==> config.mk <==
export PLATFORM = sky130hd
export DESIGN_NAME = borrow_select_subtractor_seq
export DESIGN_NICKNAME = d
export VERILOG_FILES = /design/src/rtl/borrow_select_subtractor_seq.sv
export SDC_FILE = /design/constraint.sdc
export NUM_CORES = 1
export LEC_CHECK = 0
export BUFFER_PORTS_ARGS = -buffer_cell sky130_fd_sc_hd__buf_2
export CORE_MARGIN = 1
export CORE_UTILIZATION = 35
export CTS_BUF_LIST = sky130_fd_sc_hd__clkbuf_4
export DETAILED_ROUTE_END_ITERATION = 6
export PLACE_DENSITY_LB_ADDON = 0.08
export SYNTH_ARGS = -nofsm -noshare
export SYNTH_HDL_FRONTEND = slang
export SYNTH_SLANG_ARGS = --single-unit
==> constraint.sdc <==
create_clock -name clk -period 8.61 [get_ports clk]
set_input_delay 1.722 -clock clk [delete_from_list [all_inputs] [get_ports clk]]
set_output_delay 1.722 -clock clk [all_outputs]
set_load 0.05 [all_outputs]
==> src/rtl/borrow_select_subtractor_seq.sv <==
// borrow_select_subtractor_seq
//   Multi-cycle WIDTH-bit subtractor: diff = a - b - borrow_in (mod 2^WIDTH).
//   Each cycle handles one CHUNK-bit slice. Both borrow-in cases are computed
//   in parallel, and the registered running borrow picks one of them.
//   Optional macro BORROW_SELECT_OVF_EN adds a signed-overflow output (ovf).
// Ports:
//   clk, rst          clock, synchronous active-high reset
//   in_valid/in_ready operand handshake (a, b, borrow_in)
//   out_valid/out_ready result handshake (diff, borrow_out[, ovf])
module borrow_select_subtractor_seq #(
    parameter int unsigned WIDTH = 16,
    parameter int unsigned CHUNK = 4
) (
    input  logic             clk,
    input  logic             rst,
    input  logic             in_valid,
    output logic             in_ready,
    input  logic [WIDTH-1:0] a,
    input  logic [WIDTH-1:0] b,
    input  logic             borrow_in,
    output logic             out_valid,
    input  logic             out_ready,
    output logic [WIDTH-1:0] diff,
    output logic             borrow_out
`ifdef BORROW_SELECT_OVF_EN
    ,
    output logic             ovf
`endif
);

    localparam int unsigned N     = WIDTH / CHUNK;
    localparam int unsigned IDX_W = (N > 1) ? $clog2(N) : 1;

    typedef enum logic [1:0] {
        IDLE,
        RUN,
        DONE
    } state_t;

    state_t             state_q, state_d;
    logic [WIDTH-1:0]   a_q, a_d;
    logic [WIDTH-1:0]   b_q, b_d;
    logic               borrow_q, borrow_d;
    logic [IDX_W-1:0]   idx_q, idx_d;
    logic [WIDTH-1:0]   diff_q, diff_d;
    logic               borrow_out_q, borrow_out_d;
    logic               in_ready_q, in_ready_d;
    logic               out_valid_q, out_valid_d;
`ifdef BORROW_SELECT_OVF_EN
    logic               ovf_q, ovf_d;
`endif

    logic [CHUNK-1:0]   a_c, b_c;
    logic [CHUNK:0]     d0, d1;
    logic [CHUNK-1:0]   sel_diff;
    logic               sel_borrow;

    // State and output registers
    always_ff @(posedge clk) begin
        if (rst) begin
            state_q      <= IDLE;
            a_q          <= '0;
            b_q          <= '0;
            borrow_q     <= 1'b0;
            idx_q        <= '0;
            diff_q       <= '0;
            borrow_out_q <= 1'b0;
            in_ready_q   <= 1'b1;
            out_valid_q  <= 1'b0;
`ifdef BORROW_SELECT_OVF_EN
            ovf_q        <= 1'b0;
`endif
        end else begin
            state_q      <= state_d;
            a_q          <= a_d;
            b_q          <= b_d;
            borrow_q     <= borrow_d;
            idx_q        <= idx_d;
            diff_q       <= diff_d;
            borrow_out_q <= borrow_out_d;
            in_ready_q   <= in_ready_d;
            out_valid_q  <= out_valid_d;
`ifdef BORROW_SELECT_OVF_EN
            ovf_q        <= ovf_d;
`endif
        end
    end

    // Chunk datapath: both borrow cases, then select by running borrow
    always_comb begin
        a_c = '0;
        b_c = '0;
        for (int i = 0; i < int'(N); i++) begin
            if (idx_q == IDX_W'(i)) begin
                a_c = a_q[i*CHUNK +: CHUNK];
                b_c = b_q[i*CHUNK +: CHUNK];
            end
        end
        // The extra top bit of each (CHUNK+1)-bit difference is the borrow.
        d0         = {1'b0, a_c} - {1'b0, b_c};
        d1         = d0 - (CHUNK+1)'(1);
        sel_diff   = borrow_q ? d1[CHUNK-1:0] : d0[CHUNK-1:0];
        sel_borrow = borrow_q ? d1[CHUNK]     : d0[CHUNK];
    end

    // Next-state and output logic
    always_comb begin
        state_d      = state_q;
        a_d          = a_q;
        b_d          = b_q;
        borrow_d     = borrow_q;
        idx_d        = idx_q;
        diff_d       = diff_q;
        borrow_out_d = borrow_out_q;
        in_ready_d   = in_ready_q;
        out_valid_d  = out_valid_q;
`ifdef BORROW_SELECT_OVF_EN
        ovf_d        = ovf_q;
`endif

        unique case (state_q)
            IDLE: begin
                if (in_valid && in_ready_q) begin
                    a_d        = a;
                    b_d        = b;
                    borrow_d   = borrow_in;
                    idx_d      = '0;
                    in_ready_d = 1'b0;
                    state_d    = RUN;
                end
            end
            RUN: begin
                for (int i = 0; i < int'(N); i++) begin
                    if (idx_q == IDX_W'(i)) begin
                        diff_d[i*CHUNK +: CHUNK] = sel_diff;
                    end
                end
                borrow_d = sel_borrow;
                idx_d    = idx_q + IDX_W'(1);
                if (idx_q == IDX_W'(N - 1)) begin
                    idx_d        = '0;
                    borrow_out_d = sel_borrow;
                    out_valid_d  = 1'b1;
                    state_d      = DONE;
`ifdef BORROW_SELECT_OVF_EN
                    // Signed overflow: operands differ in sign and result sign differs from a
                    ovf_d = (a_q[WIDTH-1] != b_q[WIDTH-1]) &&
                            (diff_d[WIDTH-1] != a_q[WIDTH-1]);
`endif
                end
            end
            DONE: begin
                if (out_ready) begin
                    out_valid_d = 1'b0;
                    in_ready_d  = 1'b1;
                    state_d     = IDLE;
                end
            end
            default: begin
                state_d = IDLE;
            end
        endcase
    end

    assign in_ready   = in_ready_q;
    assign out_valid  = out_valid_q;
    assign diff       = diff_q;
    assign borrow_out = borrow_out_q;
`ifdef BORROW_SELECT_OVF_EN
    assign ovf        = ovf_q;
`endif

endmodule

## After elaboration in Yosys (flattened, before gate mapping)

Cells that the tools add are included.
Widths: inputs -> output; s select.

- Input port bits: 37
- Output and inout port bits: 19
- Register bits: 56
- Logic and storage cells: 63

- Equality and inequality tests: 8
- Reductions and logical operators: 15
- Mux-type cells: 25
- Add/subtract/negate cells: 3

Operator list:

| cell | number |
|---|---|
| $mux 4 | 9 |
| $reduce_and 2->1 | 6 |
| $mux 2 | 5 |
| $reduce_and 3->1 | 3 |
| $eq 2x2->1 const B | 3 |
| $mux 1 | 6 |
| $ne 2x2->1 const B | 3 |
| $pmux 1 s2 | 3 |
| $pmux 2 s3 | 1 |
| $reduce_bool 2->1 | 3 |
| $sub 4x4->5 | 1 |
| $sub 5x1->5 const B | 1 |
| $eq 2x1->1 const B | 2 |
| $logic_not 2->1 | 2 |
| $pmux 2 s2 | 1 |
| $add 2x1->2 const B | 1 |
| $logic_and 1x1->1 | 1 |

## Logic depth before layout (Yosys ltp)

Gate-level depths: netlist (run 1).

- Depth after elaboration: 9
- Gate-level depth with buffers: 16
- Mapped depth without buffers: 15

## Worst setup path after synthesis (run 1)

No wires, ideal clock.

- Kind: reg-to-reg
- Start point: register idx_q[0]
- End point: register borrow_out_q (netlist: borrow_out)
- Clock period less this slack: 3.112 ns
- Arrival: 3.033 ns
- Data required time: 8.531 ns
- Setup time: 0.079 ns
- Path buffers: 2
- Slack: 5.498 ns
- Stages on the path, launching flop included: 16
- Cell sequence: dfxtp_1 > inv_1 > ha_1 > clkbuf_1 > clkbuf_1 > a21oi_1 > a21oi_1 > o21ai_0 > ha_1 > fa_1 > ha_1 > nand2_1 > or3b_1 > mux2i_1 > xnor2_1 > a211oi_2

- Cells in the longest elaborated chain, start to end: 8
- Elaborated cells between the ends (all ways): 16
- Those cells by class: add/sub: 2; eq/ne: 3; mux: 9; reduce/logical: 2

Ends and longest elaborated chain:

| item | RTL line | RTL |
|---|---|---|
| start, declared | 44 | `logic [IDX_W-1:0] idx_q, idx_d;` |
| start signal, assigned | 78 | `idx_q <= idx_d;` |
| $logic_not 2->1 | 94 | `if (idx_q == IDX_W'(i)) begin` |
| $mux 4 (4 in a row) | 94 |  |
| $sub 4x4->5 | 100 | `d0 = {1'b0, a_c} - {1'b0, b_c};` |
| $sub 5x1->5 | 101 | `d1 = d0 - (CHUNK+1)'(1);` |
| $mux 1 | 103 | `sel_borrow = borrow_q ? d1[CHUNK] : d0[CHUNK];` |
| end signal, assigned | 80 | `borrow_out_q <= borrow_out_d;` |
| end, declared | 46 | `logic borrow_out_q, borrow_out_d;` |

Several ways; a longest one is shown, not always the timed one.
A chain may end at the register's enable or synchronous reset.

## Final worst setup path (run 1)

- Start point: register idx_q[1]
- End point: register borrow_out_q (netlist: borrow_out)

Same word-level chain as after synthesis.

==> flow_metrics.py, run 1 <==
metrics = {
    "layout": {
        "regArea_um2": 1120,
        "postLayoutCellArea_um2": 2920,
        "total_area_of_multi_input_combinational_cells_um2": 1330,
        "layout_area_overhead_pct": 14.0,
        "antenna_cells_inserted": 0,
        "finish.net_count": 415,
        "layout-drive-gt1-share_pct": 17.9,
        "fillerInstances": 755,
        "layoutNonFillerInstCount": 464,
    },
    "power_and_ir_drop": {
        "power_density_nw_per_um2": 175,
        "p_leak_nw": 1.16,
        "ir_drop_v": 0.0000737,
    },
    "setup_path": {
        "slowest_stage": "sky130_fd_sc_hd__fa_1",
        "regToRegEndpoint": "borrow_out$_SDFFE_PP0P_",
        "setup.worst_path.class": "reg2reg",
        "worstReg2RegStart": "idx_q[1]$_SDFFE_PP0P_",
        "reg2regPathDepth": 15,
        "cells_along_the_critical_path": "inv_1 -> ha_1 -> nand3b_1 -> a21oi_1 -> a21oi_1 -> nor2_1 -> a21oi_1 -> ha_1 -> fa_1 -> ha_1 -> nand2_1 -> or3b_1 -> mux2i_1 -> xnor2_1 -> a211oi_2",
        "crit_path_max_incr_delay_ns": 0.54,
        "timing.critical_path.to": "borrow_out$_SDFFE_PP0P_",
        "crit_path_required_time_ns": 8.83,
        "critical_path_source": "idx_q[1]$_SDFFE_PP0P_",
        "r2r_setup_slack_ns": 5.20,
        "critPathArrivalTime_ns": 3.64,
        "worst_setup_path_end_kind": "flip-flop",
        "timing.critical_path.from_type": "flip-flop",
        "critical_path_peak_fanout": 17,
    },
    "worst_hold_path": {
        "min_path_type": "reg2reg",
        "hold_start": "b_q[5]$_SDFFE_PP0P_",
    },
    "timing": {
        "worst_clock_skew_ns": 0.0165,
        "hold-worst-slack_ns": 0.464,
        "final_max_slew_viol_count": 0,
        "maxSlewHeadroom_pct": 29.2,
        "setup_total_negative_slack_ns": 0,
        "setup_violating_endpoint_count_in_the_final_report": 0,
        "finalHoldViolations": 0,
        "fmax_ghz": 0.293,
        "post-route-period-util_pct": 39.7,
        "min_period_ns": 3.41,
        "worst_slew_pin_slew_ns": 1.06,
        "rsz0062_at_grt": "no",
    },
    "place": {
        "dp_hpwl_mm": 4.05,
        "place.gp.congestion": 0.775,
        "place_inst": 457,
        "placedInstanceArea_um2": 2870,
        "placement.io_buffers": 55,
    },
    "yosys": {
        "synth.cells.most_frequent": "sky130_fd_sc_hd__nand2_1, sky130_fd_sc_hd__a21oi_1, sky130_fd_sc_hd__dfxtp_1, sky130_fd_sc_hd__clkbuf_1, sky130_fd_sc_hd__nor2_1",
        "post-synth-top-count-cell": "sky130_fd_sc_hd__nand2_1",
        "synth_fp_nets": 377,
        "synth_async_sr_flop_share_pct": 0,
        "synth_top_flop_cell": "sky130_fd_sc_hd__dfxtp_1",
        "synthesis.area_um2": 2560,
        "synth.lib_cells_used.distinct": 31,
        "synth-seq-area-share_pct": 43.8,
        "ys_top_cells_by_area": "sky130_fd_sc_hd__dfxtp_1, sky130_fd_sc_hd__a21oi_1, sky130_fd_sc_hd__nand2_1, sky130_fd_sc_hd__ha_1, sky130_fd_sc_hd__clkbuf_1",
        "synth-warning-count": 0,
        "post_synth_inst_count": 330,
        "netlist.top_cell.by_area": "sky130_fd_sc_hd__dfxtp_1",
        "syn-mean-instance-area_um2": 7.75,
        "top_area_cell_type_share_of_the_netlist_area_pct": 43.8,
        "ys_ff_latch": 56,
        "synth_edf_count": 0,
    },
    "clock_network": {
        "cts_buffers": 5,
        "cts_hold_repair.buffers": 0,
        "clock_sink_count": 56,
        "tritoncts": "yes",
        "htree_levels": 2,
        "ctsRootBufferMaster": "sky130_fd_sc_hd__clkbuf_4",
        "post_cts.repair.setup_buffers": 0,
        "cts.repair.resized": 0,
        "clock_transition_time_at_the_flip_flop_clock_pins_of_the_worst_setup_and_hold_paths_ns": 0.15,
        "clockBufferDepth": 2,
        "clock_latency_ns": 0.36,
    },
    "run": {
        "max_cap_violations": 0,
    },
    "global_route": {
        "grt_overflow": 0,
        "grt_first_pass_wirelength_mm": 9.04,
        "initial_antenna_violation_count": 0,
        "grt_start_max_net_pins": 57,
        "grt.total_usage_pct": 15.0,
        "grt_pass1_vias": 1966,
    },
    "detailed_routing": {
        "drc": 0,
        "vias_per_cell": 4.74,
        "drt_iter0_markers": 72,
        "dr.pass1.iters": 4,
        "detailroute.via_count": 2198,
        "wire_per_inst_um": 12.2,
        "routed_wirelength_mm": 5.65,
        "ant_nets": 0,
    },
    "floorplan": {
        "ioPinCount": 56,
        "floorplan_die_height_um": 87.5,
        "start_util_pct": 36.8,
        "floorplan.die.width_um": 87.5,
        "die_area_um2": 7650,
        "placeableCoreArea_um2": 6940,
        "std_cell_rows": 30,
    },
    "status": {
        "run_status": "finished, final reports clean",
    },
}
## cell families after synthesis
| group | share of synthesized area, % |
|---|---|
| simple gates | 22.2 |
| compound gates | 18.8 |
| flops | 43.8 |
| buf+inv | 4.55 |
| fa+ha+maj | 5.19 |
| mux | 3.13 |
| xor+xnor | 2.35 |
## cell type report
type	count	area share, %
Timing Repair Buffer	56	9.70
Sequential cell	56	38.4
Tap cell	96	4.12
Multi-Input combinational cell	243	45.4
Inverter	6	0.772
Clock buffer	5	1.29
Clock inverter	2	0.257
## registers in the layout, summed over array words and instances, names as in the netlist
name,cells
idx_q,2
a_q,16
out_valid,1
in_ready,1
diff,16
borrow_q,1
borrow_out,1
b_q,16
state_q,2
## critical path: cells and delay by family (launching register included)
| kind | cells | cell delay [ns] |
|---|---|---|
| xor gates and xnor gates | 1 | 0.18 |
| DFF | 1 | 0.40 |
| buffers and inverters | 1 | 0.09 |
| and+or+nand+nor | 4 | 0.77 |
| adders and majority gates | 4 | 1.32 |
| AOI/OAI and AO/OA | 4 | 0.36 |
| muxes | 1 | 0.17 |
## layer usage
layer / share of wire (%) / vias to the layer above / track usage, %
met3: 3.1 / 2 / 2.84
li1: - / 1175 / -
met4: 0.53 / 0 / 3.13
met1: 50 / 991 / 20.1
met2: 46 / 30 / 25.1
met5: 0 / - / 0
## cell usage in the layout (no fill, tap or decap), types with 2 or more instances in the layout
cell,synthesis,final
sky130_fd_sc_hd__nand2_1,85,85
sky130_fd_sc_hd__a21oi_1,65,65
sky130_fd_sc_hd__dfxtp_1,56,56
sky130_fd_sc_hd__buf_2,0,55
sky130_fd_sc_hd__nor2_1,24,24
sky130_fd_sc_hd__ha_1,9,9
sky130_fd_sc_hd__nand3b_1,8,8
sky130_fd_sc_hd__mux2i_1,8,8
sky130_fd_sc_hd__a211oi_1,8,8
sky130_fd_sc_hd__o21ai_0,7,7
sky130_fd_sc_hd__inv_1,6,6
sky130_fd_sc_hd__clkbuf_4,0,5
sky130_fd_sc_hd__xnor2_1,4,4
sky130_fd_sc_hd__and2_1,4,4
sky130_fd_sc_hd__a21o_1,2,2
sky130_fd_sc_hd__nor2b_1,2,2
sky130_fd_sc_hd__nand4_1,2,2
sky130_fd_sc_hd__clkinv_1,0,2
## power by group
| part | switching (mW) | internal [mW] |
|---|---|---|
| registers | 0.0105 | 0.274 |
| logic | 0.0767 | 0.0457 |
| clock network | 0.0739 | 0.0288 |
| total | 0.161 | 0.348 |
## how the worst min path moves through the flow
stage | endpoint | slack (ns) | cells after the start
after CTS | b_q[1]$_SDFFE_PP0P_ | 0.47 | 2
after global routing | b_q[4]$_SDFFE_PP0P_ | 0.49 | 2
after global placement | diff[12]$_SDFFE_PP0P_ | 0.44 | 2
final | b_q[5]$_SDFFE_PP0P_ | 0.46 | 2
after floorplan | a_q[0]$_SDFFE_PP0P_ | 0.44 | 2
after detailed placement | b_q[1]$_SDFFE_PP0P_ | 0.45 | 2
## stage by stage
stage / setup slack, ns / total power [mW] / utilization [%]
2_1_floorplan: 5.50 / 0.380 / -
3_3_place_gp: 5.29 / 0.412 / 41.4
3_5_place_dp: 5.24 / 0.414 / 41.4
4_1_cts: 5.19 / 0.519 / 42.0
5_1_grt: 5.00 / 0.541 / 42.0
6_report: 5.20 / 0.509 / 42.0
No activity file was read; power rests on OpenSTA's default activity.
==> inputs of run 2 (changes only) <==
ABC_AREA = 1   (was unset)
clock period = 2.9 ns   (was 8.61 ns; I/O delays follow)
==> run 2 against run 1 <==
Cell count is 9.1% higher. Die area is 1.4% higher. Non-clock buffer count is 11 higher. Hold slack worse by 0.036 ns. Worst setup slack worse by 5.0 ns. Combinational power grew to 5.0 times the previous value. Largest power group unchanged. Critical path type unchanged. Synthesized cell count is 5.2% higher. Sequential share of layout area is 2.5 points lower.
==> flow_metrics.py, run 2 <==
metrics = {
    "status": {
        "run_status": "finished, final reports clean",
    },
    "yosys": {
        "synthesis.area_um2": 2590,
        "synth.area.mux_share_pct": 0.386,
        "synth_edf_count": 0,
        "synth.cells.most_frequent": "sky130_fd_sc_hd__nor2_1, sky130_fd_sc_hd__dfxtp_1, sky130_fd_sc_hd__o21ai_1, sky130_fd_sc_hd__nand2_1, sky130_fd_sc_hd__a21oi_1",
        "synthXorXnorAreaFrac_pct": 0.675,
        "synth_compound_gate_area_share_pct": 20.5,
        "synth_top_flop_cell": "sky130_fd_sc_hd__dfxtp_1",
        "ys_top_cells_by_area": "sky130_fd_sc_hd__dfxtp_1, sky130_fd_sc_hd__nor2_1, sky130_fd_sc_hd__o21ai_1, sky130_fd_sc_hd__a21oi_1, sky130_fd_sc_hd__nand2_1",
        "ys_ff_latch": 56,
        "synth_top_family_by_area": "simple AND/OR/NAND/NOR gates",
        "syn-mean-instance-area_um2": 7.48,
        "synth_fa_ha_area_share_pct": 5.11,
        "synthSimpleGateAreaFrac_pct": 21.8,
        "netlist.top_cell.by_area": "sky130_fd_sc_hd__dfxtp_1",
        "synth_fp_nets": 394,
        "synth_async_sr_flop_share_pct": 0,
        "post-synth-top-count-cell": "sky130_fd_sc_hd__nor2_1",
        "synth-warning-count": 0,
        "top_area_cell_type_share_of_the_netlist_area_pct": 43.2,
        "synth-seq-area-share_pct": 43.2,
        "synth.lib_cells_used.distinct": 29,
        "post_synth_inst_count": 347,
    },
    "place": {
        "placement.io_buffers": 55,
        "place.gp.congestion": 0.758,
        "placedInstanceArea_um2": 2970,
        "dp_hpwl_mm": 4.53,
    },
    "floorplan": {
        "std_cell_rows": 31,
        "floorplan_die_height_um": 88.1,
        "placeableCoreArea_um2": 7210,
        "start_util_pct": 36.0,
        "die_area_um2": 7760,
        "ioPinCount": 56,
        "floorplan.die.width_um": 88.1,
    },
    "clock_network": {
        "clockBufferDepth": 2,
        "htree_levels": 2,
        "clock_latency_ns": 0.37,
        "tritoncts": "yes",
        "clock_transition_time_at_the_flip_flop_clock_pins_of_the_worst_setup_and_hold_paths_ns": 0.16,
        "clock_sink_count": 56,
        "cts_buffers": 5,
        "cts_hold_repair.buffers": 0,
        "ctsRootBufferMaster": "sky130_fd_sc_hd__clkbuf_4",
    },
    "timing": {
        "finalHoldViolations": 0,
        "post-route-period-util_pct": 94.0,
        "setup_violating_endpoint_count_in_the_final_report": 0,
        "min_period_ns": 2.73,
        "worst_slew_pin_slew_ns": 0.673,
        "final_max_slew_viol_count": 0,
        "worst_clock_skew_ns": 0.00971,
        "fmax_ghz": 0.367,
        "rsz0062_at_grt": "yes",
        "maxSlewHeadroom_pct": 55.2,
    },
    "setup_path": {
        "cells_along_the_critical_path": "buf_4 -> ha_2 -> inv_4 -> nand2_1 -> o21ai_1 -> a21oi_1 -> ha_2 -> fa_1 -> ha_1 -> mux2i_1 -> buf_4 -> nand2_1 -> a21oi_1",
        "slowest_stage": "sky130_fd_sc_hd__fa_1",
        "timing.critical_path.buf_inv": 3,
        "critPathArrivalTime_ns": 3.03,
        "worst_setup_path_end_kind": "flip-flop",
        "critical_path_peak_fanout": 9,
        "crit_family": "adder cells",
        "crit_path_required_time_ns": 3.20,
        "timing.critical_path.from_type": "flip-flop",
        "crit_path_max_incr_delay_ns": 0.46,
        "setup.worst_path.class": "reg2reg",
    },
    "run": {
        "max_cap_violations": 0,
    },
    "layout": {
        "layout-drive-gt1-share_pct": 26.8,
        "most_frequent_cells_in_the_layout": "sky130_fd_sc_hd__nor2_1, sky130_fd_sc_hd__buf_2, sky130_fd_sc_hd__dfxtp_1, sky130_fd_sc_hd__o21ai_1, sky130_fd_sc_hd__nand2_1",
        "antenna_cells_inserted": 0,
        "fillerInstances": 814,
        "utilization_pct": 43.4,
        "layout_area_overhead_pct": 20.8,
        "postLayoutCellArea_um2": 3130,
        "finish.net_count": 453,
        "layout.cells.most_common": "sky130_fd_sc_hd__nor2_1",
    },
    "global_route": {
        "grt_pass1_vias": 2210,
        "grt.total_usage_pct": 17.2,
        "grt_overflow": 0,
        "grt_first_pass_wirelength_mm": 10.3,
        "grt_start_max_net_pins": 47,
        "initial_antenna_violation_count": 0,
    },
    "detailed_routing": {
        "routed_wl_met2_mm": 2.77,
        "routed_wirelength_mm": 6.25,
        "vias_per_cell": 4.73,
        "detailroute.via_count": 2391,
        "wire_per_inst_um": 12.4,
        "wl_met1_mm": 3.21,
        "met3_length_um": 227,
        "ant_nets": 0,
        "route.top_layer_used": "met4",
        "dr.pass1.iters": 4,
        "drt_iter0_markers": 63,
        "drc": 0,
    },
    "worst_hold_path": {
        "min_path_type": "in2reg",
    },
    "power_and_ir_drop": {
        "ir_drop_v": 0.000248,
        "power_density_nw_per_um2": 584,
        "p_leak_nw": 1.44,
    },
}
[run 2: cell count changes in the layout (fill, tap and decap cells not counted), moves of 8 or more]
cell                       previous run  this run
sky130_fd_sc_hd__a211oi_1             8         0
sky130_fd_sc_hd__o21ai_1              0        39
sky130_fd_sc_hd__inv_1                6        21
sky130_fd_sc_hd__inv_2                0        11
sky130_fd_sc_hd__nor2_1              24        74
sky130_fd_sc_hd__buf_4                1        11
sky130_fd_sc_hd__nand3_1              1        14
sky130_fd_sc_hd__nand2_1             85        32
sky130_fd_sc_hd__a21oi_1             65        24
[run 2: timing repair]
action | CTS | global route
pin swaps | 0 | 9
setup buffers | 0 | 4
resized for setup | 2 | 23
setup endpoints to repair | 7 | 14
[run 2: final cells by class]
| class | instances | area [um^2] | area share [%] |
|---|---|---|---|
| multi-input cells | 242 | 1330 | 42.3 |
| inverters | 34 | 133 | 4.23 |
| clock inverters | 2 | 11.3 | 0.359 |
| well taps | 99 | 124 | 3.95 |
| flip-flops and latches | 56 | 1130 | 35.9 |
| clock buffers | 6 | 45.0 | 1.44 |
| repair buffers | 67 | 369 | 11.8 |
[run 2: worst paths after layout]
check / start / to / slack (ns) / cells past startpoint
worst max-delay path: idx_q[1]$_SDFFE_PP0P_ / diff[9]$_SDFFE_PP0P_ / 0.17 / 13
worst min register to register: diff[4]$_SDFFE_PP0P_ / diff[4]$_SDFFE_PP0P_ / 0.48 / 2
worst max register to register: idx_q[1]$_SDFFE_PP0P_ / diff[9]$_SDFFE_PP0P_ / 0.17 / 13
worst min-delay path: b[6] / b_q[6]$_SDFFE_PP0P_ / 0.43 / 3
[run 2: power by group]
| part | total, mW | switching, mW | internal, mW |
|---|---|---|---|
| Clock | 0.343 | 0.240 | 0.102 |
| Combinational | 0.610 | 0.371 | 0.239 |
| Sequential | 0.878 | 0.0438 | 0.834 |
[run 2: cell families after synthesis]
family	Yosys count
compound gates	96
xor+xnor	2
fa+ha+maj	10
buf+inv	49
flops	56
mux	1
simple gates	133
[run 2: worst reg2reg max path, delay by kind of cell, from the launching register on]
kind	cells	cell delay, ns
flip-flops	1	0.37
multiplexers	1	0.14
AND/OR/NAND/NOR	2	0.13
AO/OA/AOI/OAI	3	0.37
adder cells (fa/ha/maj)	4	1.27
buffers and inverters	3	0.37
[run 2: layer usage]
metal  up-vias  GRT usage (%)
li1       1258              -
met3         4           3.11
met5         -              0
met1      1082           24.2
met4         0           3.96
met2        47           27.3
[run 2: stage by stage]
step	hold slack (ns)	setup TNS (ns)	cells	power (mW)	worst slack, ns
global route	0.418	-0.144	506	1.97	-0.0421
floorplan	0.430	0	347	1.31	0.283
global placement	0.450	0	494	1.45	0.103
detailed placement	0.458	-0.177	494	1.46	-0.0465
CTS	0.417	0	502	1.82	0.0169
finish	0.428	0	506	1.83	0.173
==> inputs of run 3 (changes only) <==
--- a/config.mk
+++ b/config.mk
@@ -8,4 +8,6 @@
 export ABC_AREA = 1
 export BUFFER_PORTS_ARGS = -buffer_cell sky130_fd_sc_hd__buf_2
+export CELL_PAD_IN_SITES_DETAIL_PLACEMENT = 0
+export CELL_PAD_IN_SITES_GLOBAL_PLACEMENT = 1
 export CORE_MARGIN = 1
 export CORE_UTILIZATION = 35
==> constraint.sdc (replaced) <==
create_clock -name clk -period 2.9 [get_ports clk]
set_input_delay 0.29 -clock clk [delete_from_list [all_inputs] [get_ports clk]]
set_output_delay 0.29 -clock clk [all_outputs]
set_load 0.05 [all_outputs]
==> run 3 against run 2 <==
Die area unchanged. First-iteration DRC count is 49% higher. Worst setup slack got worse by 0.060 ns. Clock power is 26% higher. Critical endpoint is now diff[2]$_SDFFE_PP0P_.
==> flow_metrics.py, run 3 (synthesized netlist as in run 2, its figures left out) <==
metrics = {
    "timing": {
        "fmax_ghz": 0.359,
        "setup_violating_endpoint_count_in_the_final_report": 0,
        "worst_slew_pin_slew_ns": 0.670,
        "min_period_ns": 2.79,
        "rsz0062_at_grt": "yes",
        "finalHoldViolations": 0,
        "hold-worst-slack_ns": 0.136,
        "maxSlewHeadroom_pct": 55.3,
        "worst_clock_skew_ns": 0.00580,
        "post-route-period-util_pct": 96.1,
        "final_max_slew_viol_count": 0,
        "setup_total_negative_slack_ns": 0,
    },
    "power_and_ir_drop": {
        "cell_internal_pwr_mw": 1.26,
        "p_leak_nw": 1.45,
        "ir_drop_v": 0.000233,
        "power.clock.fraction_pct": 22.6,
        "power.switching_mw": 0.649,
        "comb_power_share_pct": 31.5,
        "power.switching_fraction_pct": 34.0,
        "power_density_nw_per_um2": 612,
        "seq_power_share_pct": 45.9,
    },
    "setup_path": {
        "timing.critical_path.from_type": "flip-flop",
        "timing.critical_path.buf_inv": 3,
        "worst_setup_path_end_kind": "flip-flop",
        "crit_path_required_time_ns": 3.24,
        "crit_family": "adder cells",
        "critical_path_peak_fanout": 5,
        "setup.worst_path.class": "reg2reg",
        "critPathArrivalTime_ns": 3.12,
        "cells_along_the_critical_path": "inv_1 -> ha_2 -> buf_4 -> a22oi_1 -> nand2_1 -> o21ai_1 -> a21oi_1 -> ha_2 -> fa_1 -> ha_1 -> nand2_1 -> xnor2_1 -> o21bai_1 -> inv_1",
        "crit_path_max_incr_delay_ns": 0.55,
        "slowest_stage": "sky130_fd_sc_hd__fa_1",
    },
    "floorplan": {
        "start_util_pct": 36.0,
        "std_cell_rows": 31,
        "floorplan_die_height_um": 88.1,
        "placeableCoreArea_um2": 7210,
        "die_area_um2": 7760,
        "floorplan.die.width_um": 88.1,
        "ioPinCount": 56,
    },
    "layout": {
        "antenna_cells_inserted": 0,
        "layoutNonFillerInstCount": 507,
        "finish.net_count": 454,
        "postLayoutCellArea_um2": 3120,
        "layout.cells.most_common": "sky130_fd_sc_hd__nor2_1",
        "utilization_pct": 43.2,
        "layout_area_overhead_pct": 20.2,
        "most_frequent_cells_in_the_layout": "sky130_fd_sc_hd__nor2_1, sky130_fd_sc_hd__buf_2, sky130_fd_sc_hd__dfxtp_1, sky130_fd_sc_hd__o21ai_1, sky130_fd_sc_hd__nand2_1",
        "layout-drive-gt1-share_pct": 26.0,
    },
    "detailed_routing": {
        "drc": 0,
        "routed_wirelength_mm": 6.30,
        "dr.pass1.iters": 4,
        "drt_iter0_markers": 94,
        "ant_nets": 0,
        "detailroute.via_count": 2374,
        "vias_per_cell": 4.68,
        "wire_per_inst_um": 12.4,
    },
    "worst_hold_path": {
        "min_path_type": "in2reg",
    },
    "clock_network": {
        "ctsRootBufferMaster": "sky130_fd_sc_hd__clkbuf_4",
        "clock_latency_ns": 0.37,
        "clock_transition_time_at_the_flip_flop_clock_pins_of_the_worst_setup_and_hold_paths_ns": 0.16,
        "tritoncts": "yes",
        "cts_hold_repair.buffers": 0,
        "htree_levels": 2,
        "clock_sink_count": 56,
        "cts_buffers": 5,
        "clockBufferDepth": 2,
    },
    "global_route": {
        "met2_usage_pct": 26.6,
        "grt_pass1_vias": 2203,
        "grtUsageMet3_pct": 2.83,
        "gr-max-usage-layer": "met1",
        "grt_overflow": 0,
        "grt_start_max_net_pins": 47,
        "grt.total_usage_pct": 17.9,
        "grt_use_met1_pct": 26.7,
        "initial_antenna_violation_count": 0,
        "grt_first_pass_wirelength_mm": 10.6,
    },
    "place": {
        "dp_hpwl_mm": 4.62,
        "placedInstanceArea_um2": 2980,
        "placement.io_buffers": 55,
        "place_inst": 496,
        "place.gp.congestion": 0.772,
    },
    "status": {
        "run_status": "finished, final reports clean",
    },
    "run": {
        "max_cap_violations": 0,
    },
}
[run 3: cell types whose count changed in the layout (fill, tap and decap cells not counted), sizes merged]
cell      before  now
buf           67   68
bufinv         0    1
clkinvlp       1    0
[run 3: final timing paths]
kind | slack [ns] | startpoint | end | depth (start not counted)
max | 0.11 | idx_q[1]$_SDFFE_PP0P_ | diff[2]$_SDFFE_PP0P_ | 14
min | 0.14 | b[3] | b_q[3]$_SDFFE_PP0P_ | 3
max reg2reg | 0.11 | idx_q[1]$_SDFFE_PP0P_ | diff[2]$_SDFFE_PP0P_ | 14
min reg2reg | 0.47 | a_q[9]$_SDFFE_PP0P_ | a_q[9]$_SDFFE_PP0P_ | 2
[run 3: power by group through the flow]
stage	logic (mW)	registers [mW]	clock network, mW
after floorplan	0.388	0.922	0
after global placement	0.569	0.893	0
after detailed placement	0.573	0.892	0
after CTS	0.574	0.876	0.452
after global routing	0.684	0.885	0.487
final	0.600	0.876	0.432
[run 3: per-stage QoR]
step | worst slack (ns) | total power, mW
2_1_floorplan | 0.283 | 1.31
3_3_place_gp | 0.168 | 1.46
3_5_place_dp | 0.0876 | 1.46
4_1_cts | 0.0564 | 1.90
5_1_grt | -0.0440 | 2.06
6_report | 0.113 | 1.91
[run 3: area by class of cell]
| type | instances | area, um^2 |
|---|---|---|
| Tap cell | 99 | 124 |
| Multi-Input combinational cell | 242 | 1290 |
| Inverter | 34 | 128 |
| Clock inverter | 2 | 35.0 |
| Fill cell | 816 | 4100 |
| Clock buffer | 6 | 45.0 |
| Timing Repair Buffer | 68 | 373 |
| Sequential cell | 56 | 1130 |
[run 3: tightest hold or removal path: cells and delay by family]
kind | cells | cell delay (ns)
buffers and inverters | 1 | 0.08
and+or+nand+nor | 1 | 0.07
AOI/OAI and AO/OA | 1 | 0.06
[run 3: metal layers]
layer / part of all wire, % / up-vias
li1: - / 1264
met1: 54 / 1056
met2: 42 / 46
met3: 2.9 / 8
met4: 1.2 / 0
met5: 0 / -
[run 3: timing repair]
| action | in CTS | in global routing |
|---|---|---|
| setup endpoints to repair | 0 | 14 |
| gates resized for setup | 0 | 14 |
| setup buffers | 0 | 3 |
